--- src/rtl/vga_timing_pkg.sv ---
// vga_timing_pkg: coordinate type, default 640x480@60 timings and derived-timing helpers.
package vga_timing_pkg;
  typedef logic [9:0] coord_t;
  localparam int H_ACTIVE_DEF = 640;
  localparam int H_FP_DEF = 16;
  localparam int H_SYNC_DEF = 96;
  localparam int H_BP_DEF = 48;
  localparam int V_ACTIVE_DEF = 480;
  localparam int V_FP_DEF = 10;
  localparam int V_SYNC_DEF = 2;
  localparam int V_BP_DEF = 33;
  function automatic int axis_total(int active, int fp, int sync, int bp);
    return active + fp + sync + bp;
  endfunction
  function automatic int sync_start(int active, int fp);
    return active + fp;
  endfunction
  function automatic int sync_end(int active, int fp, int sync);
    return active + fp + sync;
  endfunction
  localparam int H_TOTAL_DEF = axis_total(H_ACTIVE_DEF, H_FP_DEF, H_SYNC_DEF, H_BP_DEF);
  localparam int V_TOTAL_DEF = axis_total(V_ACTIVE_DEF, V_FP_DEF, V_SYNC_DEF, V_BP_DEF);
endpackage

--- src/rtl/vga_timing_if.sv ---
// vga_timing_if: raster position, blanking, sync and line/frame markers from the timing source to renderers.
interface vga_timing_if;
  import vga_timing_pkg::*;
  coord_t DrawX;
  coord_t DrawY;
  logic blank;
  logic hs;
  logic vs;
  logic line_start;
  logic frame_start;
  modport master (output DrawX, DrawY, blank, hs, vs, line_start, frame_start);
  modport slave (input DrawX, DrawY, blank, hs, vs, line_start, frame_start);
endinterface

--- src/rtl/vga_axis_counter.sv ---
// vga_axis_counter: wrapping position counter for one raster axis; wrap flags the terminal count.
module vga_axis_counter
  import vga_timing_pkg::*;
(
  input  logic   vga_clk,
  input  logic   rst_n,
  input  logic   inc,
  input  coord_t term,
  output coord_t count,
  output logic   wrap
);
  assign wrap = count == term;
  always_ff @(posedge vga_clk or negedge rst_n)
    if (!rst_n) count <= '0;
    else if (inc) count <= wrap ? '0 : count + 1'b1;
endmodule

--- src/rtl/vga_timing_gen.sv ---
// vga_timing_gen: free-running VGA raster timing with registered position, blank, sync and markers.
// Define VGA_SYNC_DELAY_EN to delay hs/vs by one pixel so they line up with registered renderer RGB.
module vga_timing_gen
  import vga_timing_pkg::*;
#(
  parameter int H_ACTIVE = H_ACTIVE_DEF,
  parameter int H_FP = H_FP_DEF,
  parameter int H_SYNC = H_SYNC_DEF,
  parameter int H_BP = H_BP_DEF,
  parameter int V_ACTIVE = V_ACTIVE_DEF,
  parameter int V_FP = V_FP_DEF,
  parameter int V_SYNC = V_SYNC_DEF,
  parameter int V_BP = V_BP_DEF,
  parameter bit SYNC_POL = 1'b0
) (
  input logic vga_clk,
  input logic rst_n,
  input logic pix_ce,
  vga_timing_if.master vga
);
  localparam int H_TOTAL = axis_total(H_ACTIVE, H_FP, H_SYNC, H_BP);
  localparam int V_TOTAL = axis_total(V_ACTIVE, V_FP, V_SYNC, V_BP);
  if (H_TOTAL > 1024 || V_TOTAL > 1024) begin : g_range_err
    $error("vga_timing_gen: H_TOTAL/V_TOTAL must fit in 10 bits");
  end
  localparam coord_t H_LAST = coord_t'(H_TOTAL - 1);
  localparam coord_t V_LAST = coord_t'(V_TOTAL - 1);
  localparam coord_t H_ACT = coord_t'(H_ACTIVE);
  localparam coord_t V_ACT = coord_t'(V_ACTIVE);
  localparam coord_t H_SS = coord_t'(sync_start(H_ACTIVE, H_FP));
  localparam coord_t H_SE = coord_t'(sync_end(H_ACTIVE, H_FP, H_SYNC));
  localparam coord_t V_SS = coord_t'(sync_start(V_ACTIVE, V_FP));
  localparam coord_t V_SE = coord_t'(sync_end(V_ACTIVE, V_FP, V_SYNC));
  coord_t hc;
  coord_t vc;
  logic h_wrap;
  logic blank_d;
  logic hs_d;
  logic vs_d;
  vga_axis_counter u_h (
    .vga_clk(vga_clk),
    .rst_n(rst_n),
    .inc(pix_ce),
    .term(H_LAST),
    .count(hc),
    .wrap(h_wrap)
  );
  vga_axis_counter u_v (
    .vga_clk(vga_clk),
    .rst_n(rst_n),
    .inc(pix_ce & h_wrap),
    .term(V_LAST),
    .count(vc),
    .wrap()
  );
  always_comb begin
    blank_d = (hc < H_ACT) && (vc < V_ACT);
    hs_d = (hc >= H_SS) && (hc < H_SE) ? SYNC_POL : ~SYNC_POL;
    vs_d = (vc >= V_SS) && (vc < V_SE) ? SYNC_POL : ~SYNC_POL;
  end
  always_ff @(posedge vga_clk or negedge rst_n)
    if (!rst_n) begin
      vga.DrawX <= '0;
      vga.DrawY <= '0;
      vga.blank <= 1'b0;
      vga.line_start <= 1'b0;
      vga.frame_start <= 1'b0;
    end else if (pix_ce) begin
      vga.DrawX <= hc;
      vga.DrawY <= vc;
      vga.blank <= blank_d;
      vga.line_start <= hc == '0;
      vga.frame_start <= (hc == '0) && (vc == '0);
    end
`ifdef VGA_SYNC_DELAY_EN
  logic hs_q;
  logic vs_q;
  always_ff @(posedge vga_clk or negedge rst_n)
    if (!rst_n) begin
      hs_q <= ~SYNC_POL;
      vs_q <= ~SYNC_POL;
      vga.hs <= ~SYNC_POL;
      vga.vs <= ~SYNC_POL;
    end else if (pix_ce) begin
      hs_q <= hs_d;
      vs_q <= vs_d;
      vga.hs <= hs_q;
      vga.vs <= vs_q;
    end
`else
  always_ff @(posedge vga_clk or negedge rst_n)
    if (!rst_n) begin
      vga.hs <= ~SYNC_POL;
      vga.vs <= ~SYNC_POL;
    end else if (pix_ce) begin
      vga.hs <= hs_d;
      vga.vs <= vs_d;
    end
`endif
endmodule

--- src/flat_wrapper.sv ---
// flat-port wrapper written by rule: the top's interface ports become plain ports
module vga_timing_gen_flat import vga_timing_pkg::*;
#(
  parameter int H_ACTIVE = H_ACTIVE_DEF,
  parameter int H_FP = H_FP_DEF,
  parameter int H_SYNC = H_SYNC_DEF,
  parameter int H_BP = H_BP_DEF,
  parameter int V_ACTIVE = V_ACTIVE_DEF,
  parameter int V_FP = V_FP_DEF,
  parameter int V_SYNC = V_SYNC_DEF,
  parameter int V_BP = V_BP_DEF,
  parameter bit SYNC_POL = 1'b0
)
  (vga_clk, rst_n, pix_ce, vga_DrawX, vga_DrawY, vga_blank, vga_hs, vga_vs, vga_line_start, vga_frame_start);
  vga_timing_if vga_i ();
  input logic vga_clk;
  input logic rst_n;
  input logic pix_ce;
  output wire logic [$bits(vga_i.DrawX)-1:0] vga_DrawX;
  output wire logic [$bits(vga_i.DrawY)-1:0] vga_DrawY;
  output wire logic [$bits(vga_i.blank)-1:0] vga_blank;
  output wire logic [$bits(vga_i.hs)-1:0] vga_hs;
  output wire logic [$bits(vga_i.vs)-1:0] vga_vs;
  output wire logic [$bits(vga_i.line_start)-1:0] vga_line_start;
  output wire logic [$bits(vga_i.frame_start)-1:0] vga_frame_start;
  assign vga_DrawX = vga_i.DrawX;
  assign vga_DrawY = vga_i.DrawY;
  assign vga_blank = vga_i.blank;
  assign vga_hs = vga_i.hs;
  assign vga_vs = vga_i.vs;
  assign vga_line_start = vga_i.line_start;
  assign vga_frame_start = vga_i.frame_start;
  vga_timing_gen #(.H_ACTIVE(H_ACTIVE), .H_FP(H_FP), .H_SYNC(H_SYNC), .H_BP(H_BP), .V_ACTIVE(V_ACTIVE), .V_FP(V_FP), .V_SYNC(V_SYNC), .V_BP(V_BP), .SYNC_POL(SYNC_POL)) u_core (.vga_clk(vga_clk), .rst_n(rst_n), .pix_ce(pix_ce), .vga(vga_i));
endmodule
--- config.mk ---
export PLATFORM = sky130hd
export DESIGN_NAME = vga_timing_gen_flat
export DESIGN_NICKNAME = d
export VERILOG_FILES = /design/src/rtl/vga_timing_pkg.sv /design/src/rtl/vga_timing_if.sv /design/src/rtl/vga_axis_counter.sv /design/src/rtl/vga_timing_gen.sv /design/src/flat_wrapper.sv
export SDC_FILE = /design/constraint.sdc
export NUM_CORES = 1
export LEC_CHECK = 0
export ABC_AREA = 1
export ABC_CLOCK_PERIOD_IN_PS = 1700
export CAP_MARGIN = 20
export CORE_ASPECT_RATIO = 0.7
export CORE_MARGIN = 2
export CORE_UTILIZATION = 54
export CTS_CLUSTER_SIZE = 14
export DETAILED_ROUTE_END_ITERATION = 7
export GPL_ROUTABILITY_DRIVEN = 0
export GPL_TIMING_DRIVEN = 0
export PLACE_DENSITY = 0.84
export SLEW_MARGIN = 20
export SYNTH_ARGS = -nofsm -noshare
export SYNTH_HDL_FRONTEND = slang
export SYNTH_SLANG_ARGS = --single-unit
--- constraint.sdc ---
create_clock -name vga_clk -period 1.7 [get_ports vga_clk]
set_input_delay 0.425 -clock vga_clk [delete_from_list [all_inputs] [get_ports vga_clk]]
set_output_delay 0.425 -clock vga_clk [all_outputs]
set_load 0.01 [all_outputs]
Word level (Yosys, flattened, before mapping)
Index checks and enable logic that the tools add are counted.
W data, S select, Z words.
{ "op_classes": {"n_addsub": 2, "n_reduce_logical": 6, "n_eq_ne": 2, "muxes": 4, "n_lt_le_gt_ge": 6, "n_bitwise": 1} }
{ "op_table": {"columns": ["op", "count"], "rows": [
  ["$add A10 B1 Y10 const B", 2],
  ["$eq A10 B10 Y1 const B", 2],
  ["$logic_not A10 Y1", 2],
  ["$lt A10 B10 Y1 const B", 2],
  ["$lt A10 B9 Y1 const B", 2],
  ["$mux W10", 2],
  ["$ge A10 B10 Y1 const B", 1],
  ["$ge A10 B9 Y1 const B", 1],
  ["$logic_and A1 B1 Y1", 4],
  ["$mux W1", 2],
  ["$and A1 B1 Y1", 1]
]} }
{ "totals": {"word_cells": 30, "output_inout_bits": 25, "regBits": 45, "in_bits": 3} }

Longest topological paths before layout
Gate-level depths: netlist (run 1).
{ "depth": {"ltp_word": 3, "depth_mapped": 8, "mapped_depth_nobuf": 8} }

Hierarchy
Synthesis (run 1) repeated with hierarchy kept, for this count alone.
{ "hier_totals": {"hier_cells": 401, "area_unflattened_um2": 2758.9} }
{ "modules_own_cells": {"columns": ["mod", "area_per_inst_um2", "cells_each", "instances"], "rows": [
  ["vga_axis_counter", 830.8, 134, 2],
  ["vga_timing_gen", 1097.3, 133, 1]
]} }

Least setup slack after synthesis (run 1)
Ideal clock, no wire load.
{ "synth_timing": {"path_kind": "reg-to-reg", "startpoint": "reg u_core.u_h.count[0]", "endpoint": "reg u_core.u_v.count[0]", "arrival_ns": 1.178, "required_ns": 1.573, "stages_incl_launch_ff": 9, "slack_ns": 0.395, "path_cell_list": "dfrtp_1 -> ha_1 -> nand3_1 -> clkinv_1 -> nand3_4 -> nor2_4 -> buf_6 -> nand3_1 -> o21ai_0"} }
{ "synth_via": {"elab_chain_cells": 2} }
{ "synth_rtl": {"columns": ["item", "line_no", "rtl"], "rows": [
  ["from (decl)", "vga_axis_counter.sv:9", "output coord_t count,"],
  ["from (signal assigned)", "vga_axis_counter.sv:15", "else if (inc) count <= wrap ? '0 : count + 1'b1;"],
  ["$eq A10 B10 Y1", "vga_axis_counter.sv:12", "assign wrap = count == term;"],
  ["$and A1 B1 Y1", "vga_timing_gen.sv:51", ".inc(pix_ce & h_wrap),"],
  ["to (signal assigned)", "vga_axis_counter.sv:15", null],
  ["to (decl)", "vga_axis_counter.sv:9", null]
]} }
Every way passes these cells.
A chain may end at the register's enable or synchronous reset.

Final worst setup path (run 1)
{ "layout_timing": {"startpoint": "reg u_core.vga.DrawY[3]", "endpoint": "out vga_DrawY[3]"} }
{ "layout_lines": {"columns": ["item", "line_no", "rtl"], "rows": [
  ["from (decl)", "vga_timing_if.sv:11", "modport master (output DrawX, DrawY, blank, hs, vs, line_start, frame_start);"],
  ["from (signal assigned)", "vga_timing_gen.sv:70", "vga.DrawY <= vc;"],
  ["to (decl)", "flat_wrapper.sv:20", "output wire logic [$bits(vga_i.DrawY)-1:0] vga_DrawY;"]
]} }
No word-level cell between the ends.

==> impl_metrics.csv, run 1 <==
group,metric,value,unit
status,outcome,"finished clean",
pwr,combPwrFrac,28.9,%
floorplan,fp.dieH,57.32,um
layout,insertedDiodeCount,0,
critical_path,path_cells,"clkdlybuf4s50_1",
critical_path,worst-path-buf-inv,1,
detailed_routing,wl_per_cell,13.12,um
critical_path,cpPeakStageDelay,0.54,ns
floorplan,rows,19,
logic_synthesis,synthCells,265,
critical_path,arrival,1.21,ns
logic_synthesis,post-synth-top-count-cell,"nand2_1",
pwr,p_total,3.052,mW
logic_synthesis,yosysUniqueCellTypes,31,
layout,layout-drive-gt1-share,12.33,%
sta,timing.clock.skew,0.005458,ns
pwr,seq_power_share,47.6,%
detailed_routing,drc_errors,0,
global_routing,grt_antenna_before_repair,0,
sta,setup_viol,0,
critical_path,crit_fanout,2,
sta,setup-tns-final,0,ns
layout,area.sequential,0.001129,mm2
detailed_routing,routed-via-count,1849,
floorplan,core,0.003899,mm2
sta,tightest_slew,0.5216,ns
clock_tree,htree_levels,2,
clock_tree,cts_root_buffer,"clkbuf_8",
sta,period_share,96.32,%
logic_synthesis,synth_largest_area_cell,"dfrtp_1",
critical_path,ff2ff_setup_slack,0.16,ns
clock_tree,cts.clk_slew.worst_paths,0.08,ns
global_routing,grt_pass1_wl,7.969,mm
critical_path,reg2reg_to,"u_core.u_v.count[1]",
clock_tree,cts_buffer_depth,2,
global_routing,grt_pass1_vias,1624,
pwr,vdd_drop_max,730.4,uV
logic_synthesis,synth_common_cells,"75 x nand2_1, 43 x dfrtp_1, 24 x nor2_1",
global_routing,grt-ovfl-total,0,
clock_tree,cts_tree,"done",
logic_synthesis,seq_area_frac_synth,51.45,%
clock_tree,worstSkewPairLatency,0.30,ns
critical_path,crit_type,"reg2out",
pwr,clockPowerShare,23.5,%
critical_path,critPathLaunch,"u_core.vga.DrawY[3]",
pwr,powerDensity,1160,mW/mm2
logic_synthesis,ys_seq_elements,45,
pwr,switchingPower,1.030,mW
logic_synthesis,synth_edf_count,0,
detailed_routing,vias_per_cell,5.253,
detailed_routing,wirelength,4.618,mm
logic_synthesis,syn_area,0.002193,mm2
layout,multi_input_area,889.6,um2
floorplan,die_w,80.18,um
logic_synthesis,ys_warn_count,0,
job,max-cap-violations,0,
sta,maxSlewHeadroom,65.23,%
detailed_routing,initialDrtViolationCount,112,
sta,maxSlewViolCount,0,
logic_synthesis,synth_fp_nets,272,
pwr,leakage,1.277,nW
floorplan,start_util,56.26,%
detailed_routing,firstDrtPassIters,4,
clock_tree,cts.sink_count,45,
clock_tree,hold_buffers,0,
logic_synthesis,ys_top_cells_by_area,"dfrtp_1 49%, nand2_1 13%, nor2_1 4.1%",
critical_path,end_kind,"primary output",
place,port_buffers,26,
global_routing,grt_max_degree,28,
critical_path,required,1.27,ns
layout,num-fill-cells,337,
floorplan,die_area,0.004596,mm2
logic_synthesis,postSynthAreaPerCell,8.277,um2
clock_tree,cts_buffers,5,
critical_path,critical_path.top_delay_family,"buffers and inverters",
floorplan,pin_count,28,
pwr,swShare,33.73,%
sta,final.min_clock_period,1.637,ns
logic_synthesis,synth_top_area_share,49.06,%
detailed_routing,final_antenna_net_count,0,
critical_path,reg2regPathDepth,7,
critical_path,path_depth,1,
logic_synthesis,synthArstFlopShare,100.0,%
pwr,intPower,2.023,mW
place,post-dp-hpwl,3.437,mm
sta,rsz0062_at_grt,"no",
global_routing,grt_util_all_layers,23.04,%
sta,hold_viol,0,
min_path,hold_path.class,"in2async",
critical_path,endpoint,"vga_DrawY[3]",
critical_path,cp_slowest_cell,"clkdlybuf4s50_1",
layout,nNetsFinal,306,
layout,area_growth,20.02,%
critical_path,cp-start-kind,"register",
critical_path,r2r-start,"u_core.u_v.count[0]",
sta,max_freq,610.7,MHz
logic_synthesis,synth_flop_cell,"dfrtp_1",
cells in the final DEF (no fill, tap or decap), types with 5 or more instances in the layout:
cell type / n
inv_1: 22
clkbuf_8: 7
o21ai_1: 9
buf_2: 9
nand3_1: 16
nand2_1: 75
dfrtp_1: 43
nor2_1: 24
xor2_1: 5
inv_2: 6
o21ai_0: 16
nand4_1: 10
clkdlybuf4s50_1: 23
registers in the layout (all words and copies together) (netlist names):
signal                  cells
u_core.vga.vs               1
u_core.u_h.count           10
u_core.vga.blank            1
u_core.vga.DrawY           10
u_core.vga.frame_start      1
u_core.u_v.count           10
u_core.vga.line_start       1
u_core.vga.hs               1
u_core.vga.DrawX           10
kinds of logic (layout without fill, tap and decap cells):
kind of cell / after synthesis / after routing / synth area share, %
flops: 45 / 45 / 51.45
simple gates: 139 / 139 / 28.75
buf+inv: 41 / 76 / 7.986
xor+xnor: 6 / 6 / 2.396
fa+ha+maj: 4 / 4 / 2.282
compound gates: 30 / 30 / 7.131
stage by stage:
step	area, um2	util (%)	std cells	setup slack, ns	hold slack (ns)
after floorplan	2193	-	265	0.3953	0.1294
after global placement	2519	64.60	343	-0.9506	0.4542
after detailed placement	2534	64.99	344	0.2054	0.3923
after CTS	2633	67.52	352	0.04246	0.06518
after global routing	2633	67.52	352	0.003439	0.07655
final	2633	67.52	352	0.06259	0.05840
power groups by stage:
stage | Sequential (mW) | Clock [mW] | Combinational (mW)
global placement | 1.46 | 0 | 0.850
finish | 1.45 | 0.717 | 0.882
CTS | 1.45 | 0.730 | 0.882
global route | 1.48 | 0.781 | 0.993
detailed placement | 1.47 | 0 | 0.874
floorplan | 1.49 | 0 | 0.477
repair_timing:
item,CTS,global route
resized for setup,2,0
setup buffers,0,0
endpoints found under the setup margin,2,0
endpoints found under the hold margin,0,0
how the worst min path moves through the flow:
stage                     slack [ns]                 from                   to
after floorplan                 0.13                rst_n  u_core.u_h.count[0]
after global placement          0.45  u_core.vga.DrawX[4]  u_core.vga.DrawX[4]
after detailed placement        0.39                rst_n  u_core.vga.DrawY[5]
after CTS                       0.07                rst_n  u_core.vga.DrawY[5]
after global routing            0.08                rst_n  u_core.vga.DrawY[5]
final                           0.06                rst_n  u_core.vga.DrawY[5]
layer usage:
metal	global-route usage, %	part of all wire (%)
met3	5.696	6.5
met2	31.43	41
met4	7.990	1.5
met5	0	0
met1	35.89	51
layout make-up:
| class | instances | area share (%) |
|---|---|---|
| multi-input combinational | 179 | 33.79 |
| tap | 52 | 2.471 |
| timing repair buffer | 27 | 10.36 |
| sequential | 45 | 42.87 |
| clock inverter | 1 | 0.1901 |
| clock buffer | 7 | 3.660 |
| inverter | 29 | 4.135 |
| buffer | 12 | 2.519 |
No activity file was read; power rests on OpenSTA's default activity.
==> inputs of run 2 (changes only) <==
--- a/config.mk
+++ b/config.mk
@@ -16,6 +16,7 @@
 export GPL_ROUTABILITY_DRIVEN = 0
 export GPL_TIMING_DRIVEN = 0
 export PLACE_DENSITY = 0.84
+export RECOVER_POWER = 25
 export SLEW_MARGIN = 20
 export SYNTH_ARGS = -nofsm -noshare
 export SYNTH_HDL_FRONTEND = slang
==> run 2 against run 1 <==
  * Power about the same
  * Utilization about the same
  * Non-clock buffer count unchanged
  * Global-route usage unchanged
  * Setup slack improved by 0.0014 ns
  * Critical path depth unchanged
  * Critical endpoint unchanged
  * Clock power about the same
  * Hold slack improved by 0.23 ns
  * Count of clock-buffer cells in the layout unchanged
  * Wire length about the same
  * Final cell count unchanged
  * Die area unchanged
==> impl_metrics.csv, run 2 (same netlist as run 1, synthesis figures left out) <==
group,metric,value,unit
global_routing,grt_antenna_before_repair,0,
min_path,hold_path.class,"in2async",
global_routing,grt_pass1_wl,7.969,mm
floorplan,die_area,0.004596,mm2
floorplan,rows,19,
layout,insertedDiodeCount,0,
critical_path,cpPeakStageDelay,0.54,ns
layout,layout-drive-gt1-share,12.00,%
job,max-cap-violations,0,
clock_tree,cts_buffers,5,
critical_path,critical_path.top_delay_family,"buffers and inverters",
place,port_buffers,26,
global_routing,grt_max_degree,28,
sta,rsz0062_at_grt,"no",
critical_path,cp-start-kind,"register",
floorplan,die_w,80.18,um
critical_path,worst-path-buf-inv,1,
critical_path,end_kind,"primary output",
layout,multi_input_area,889.6,um2
floorplan,fp.dieH,57.32,um
clock_tree,post_cts_buffers,0,
critical_path,path_depth,1,
place,place_ws,0.2054,ns
status,outcome,"finished clean",
layout,fin_util,67.49,%
clock_tree,cts.sink_count,45,
layout,area_growth,19.97,%
detailed_routing,initialDrtViolationCount,111,
sta,maxSlewHeadroom,29.38,%
detailed_routing,routed-via-count,1848,
critical_path,ff2ff_setup_slack,0.16,ns
critical_path,reg2regPathDepth,7,
global_routing,grt_util_all_layers,23.04,%
sta,final.min_clock_period,1.636,ns
layout,stdcell_area,0.002631,mm2
floorplan,start_util,56.26,%
layout,final_common_cell,"nand2_1",
clock_tree,hold_buffers,0,
detailed_routing,wl_per_cell,13.11,um
clock_tree,worstSkewPairLatency,0.30,ns
critical_path,reg2reg_to,"u_core.u_v.count[1]",
critical_path,required,1.27,ns
sta,timing.clock.skew,0.005458,ns
critical_path,crit_type,"reg2out",
global_routing,grt-ovfl-total,0,
critical_path,crit_fanout,2,
detailed_routing,final_antenna_net_count,0,
global_routing,grt_pass1_vias,1624,
sta,max_freq,611.3,MHz
pwr,leakage,1.274,nW
detailed_routing,wirelength,4.616,mm
layout,area.sequential,0.001129,mm2
place,post-dp-hpwl,3.437,mm
critical_path,arrival,1.21,ns
detailed_routing,firstDrtPassIters,4,
clock_tree,cts.clk_slew.worst_paths,0.08,ns
clock_tree,cts_root_buffer,"clkbuf_8",
sta,finalWorstSetupSlack,0.06401,ns
pwr,powerDensity,1160,mW/mm2
place,post_dp_cell_area,0.002534,mm2
clock_tree,cts_buffer_depth,2,
layout,num-fill-cells,338,
sta,maxSlewViolCount,0,
floorplan,pin_count,28,
sta,period_share,96.23,%
sta,tightest_slew,1.059,ns
detailed_routing,vias_per_cell,5.250,
floorplan,core,0.003899,mm2
sta,setup-tns-final,0,ns
sta,hold_viol,0,
critical_path,r2r-start,"u_core.u_v.count[0]",
layout,nNetsFinal,306,
pwr,vdd_drop_max,730.4,uV
clock_tree,cts_tree,"done",
sta,setup_viol,0,
layout,layout_common_cells,"75 x nand2_1, 43 x dfrtp_1, 24 x nor2_1",
critical_path,cp_slowest_cell,"clkdlybuf4s50_1",
clock_tree,htree_levels,2,
pwr,p_total,3.051,mW
detailed_routing,drc_errors,0,
critical_path,path_cells,"clkdlybuf4s50_1",
==> run 2: cell count changes in the layout (fill, tap and decap cells not counted), sizes merged <==
cell / previous run / this run
buf: 12 / 11
clkbuf: 9 / 10
==> run 2: what timing repair did <==
action / in CTS / in global routing
resized for setup: 2 / 0
endpoints found under the setup margin: 2 / 0
endpoints found under the hold margin: 0 / 0
==> run 2: per-layer routing <==
layer  routed length, um  GRT usage [%]
met4                  71          7.990
met3                 292          5.696
met2                1901          31.43
met1                2350          35.89
met5                   0              0
==> run 2: stage by stage <==
step	cells	hold slack, ns
after floorplan	265	0.1294
after global placement	343	0.4542
after detailed placement	344	0.3923
after CTS	352	0.06518
after global routing	352	0.3659
final	352	0.2887
==> run 2: worst max-delay path by stage <==
stage	from	to	slack (ns)
global route	u_core.vga.DrawY[3]	vga_DrawY[3]	0.003
floorplan	u_core.u_h.count[0]	u_core.u_v.count[0]	0.40
detailed placement	u_core.u_v.count[0]	u_core.u_v.count[1]	0.21
CTS	u_core.vga.DrawY[3]	vga_DrawY[3]	0.04
finish	u_core.vga.DrawY[3]	vga_DrawY[3]	0.06
global placement	rst_n	u_core.vga.DrawX[8]	-0.95
==> run 2: where the power goes <==
| group | internal [mW] | total [mW] | switching, mW |
|---|---|---|---|
| sequential | 1.28 | 1.45 | 0.171 |
| combinational | 0.372 | 0.881 | 0.508 |
| clock | 0.367 | 0.717 | 0.350 |
| total | 2.02 | 3.05 | 1.03 |
==> run 2: final cells by class <==
type	instances	area share, %
tap	52	2.473
buffer	12	2.520
inverter	29	4.137
clock buffer	7	3.661
clock inverter	1	0.1902
timing repair buffer	27	10.32
multi-input combinational	179	33.81
sequential	45	42.89
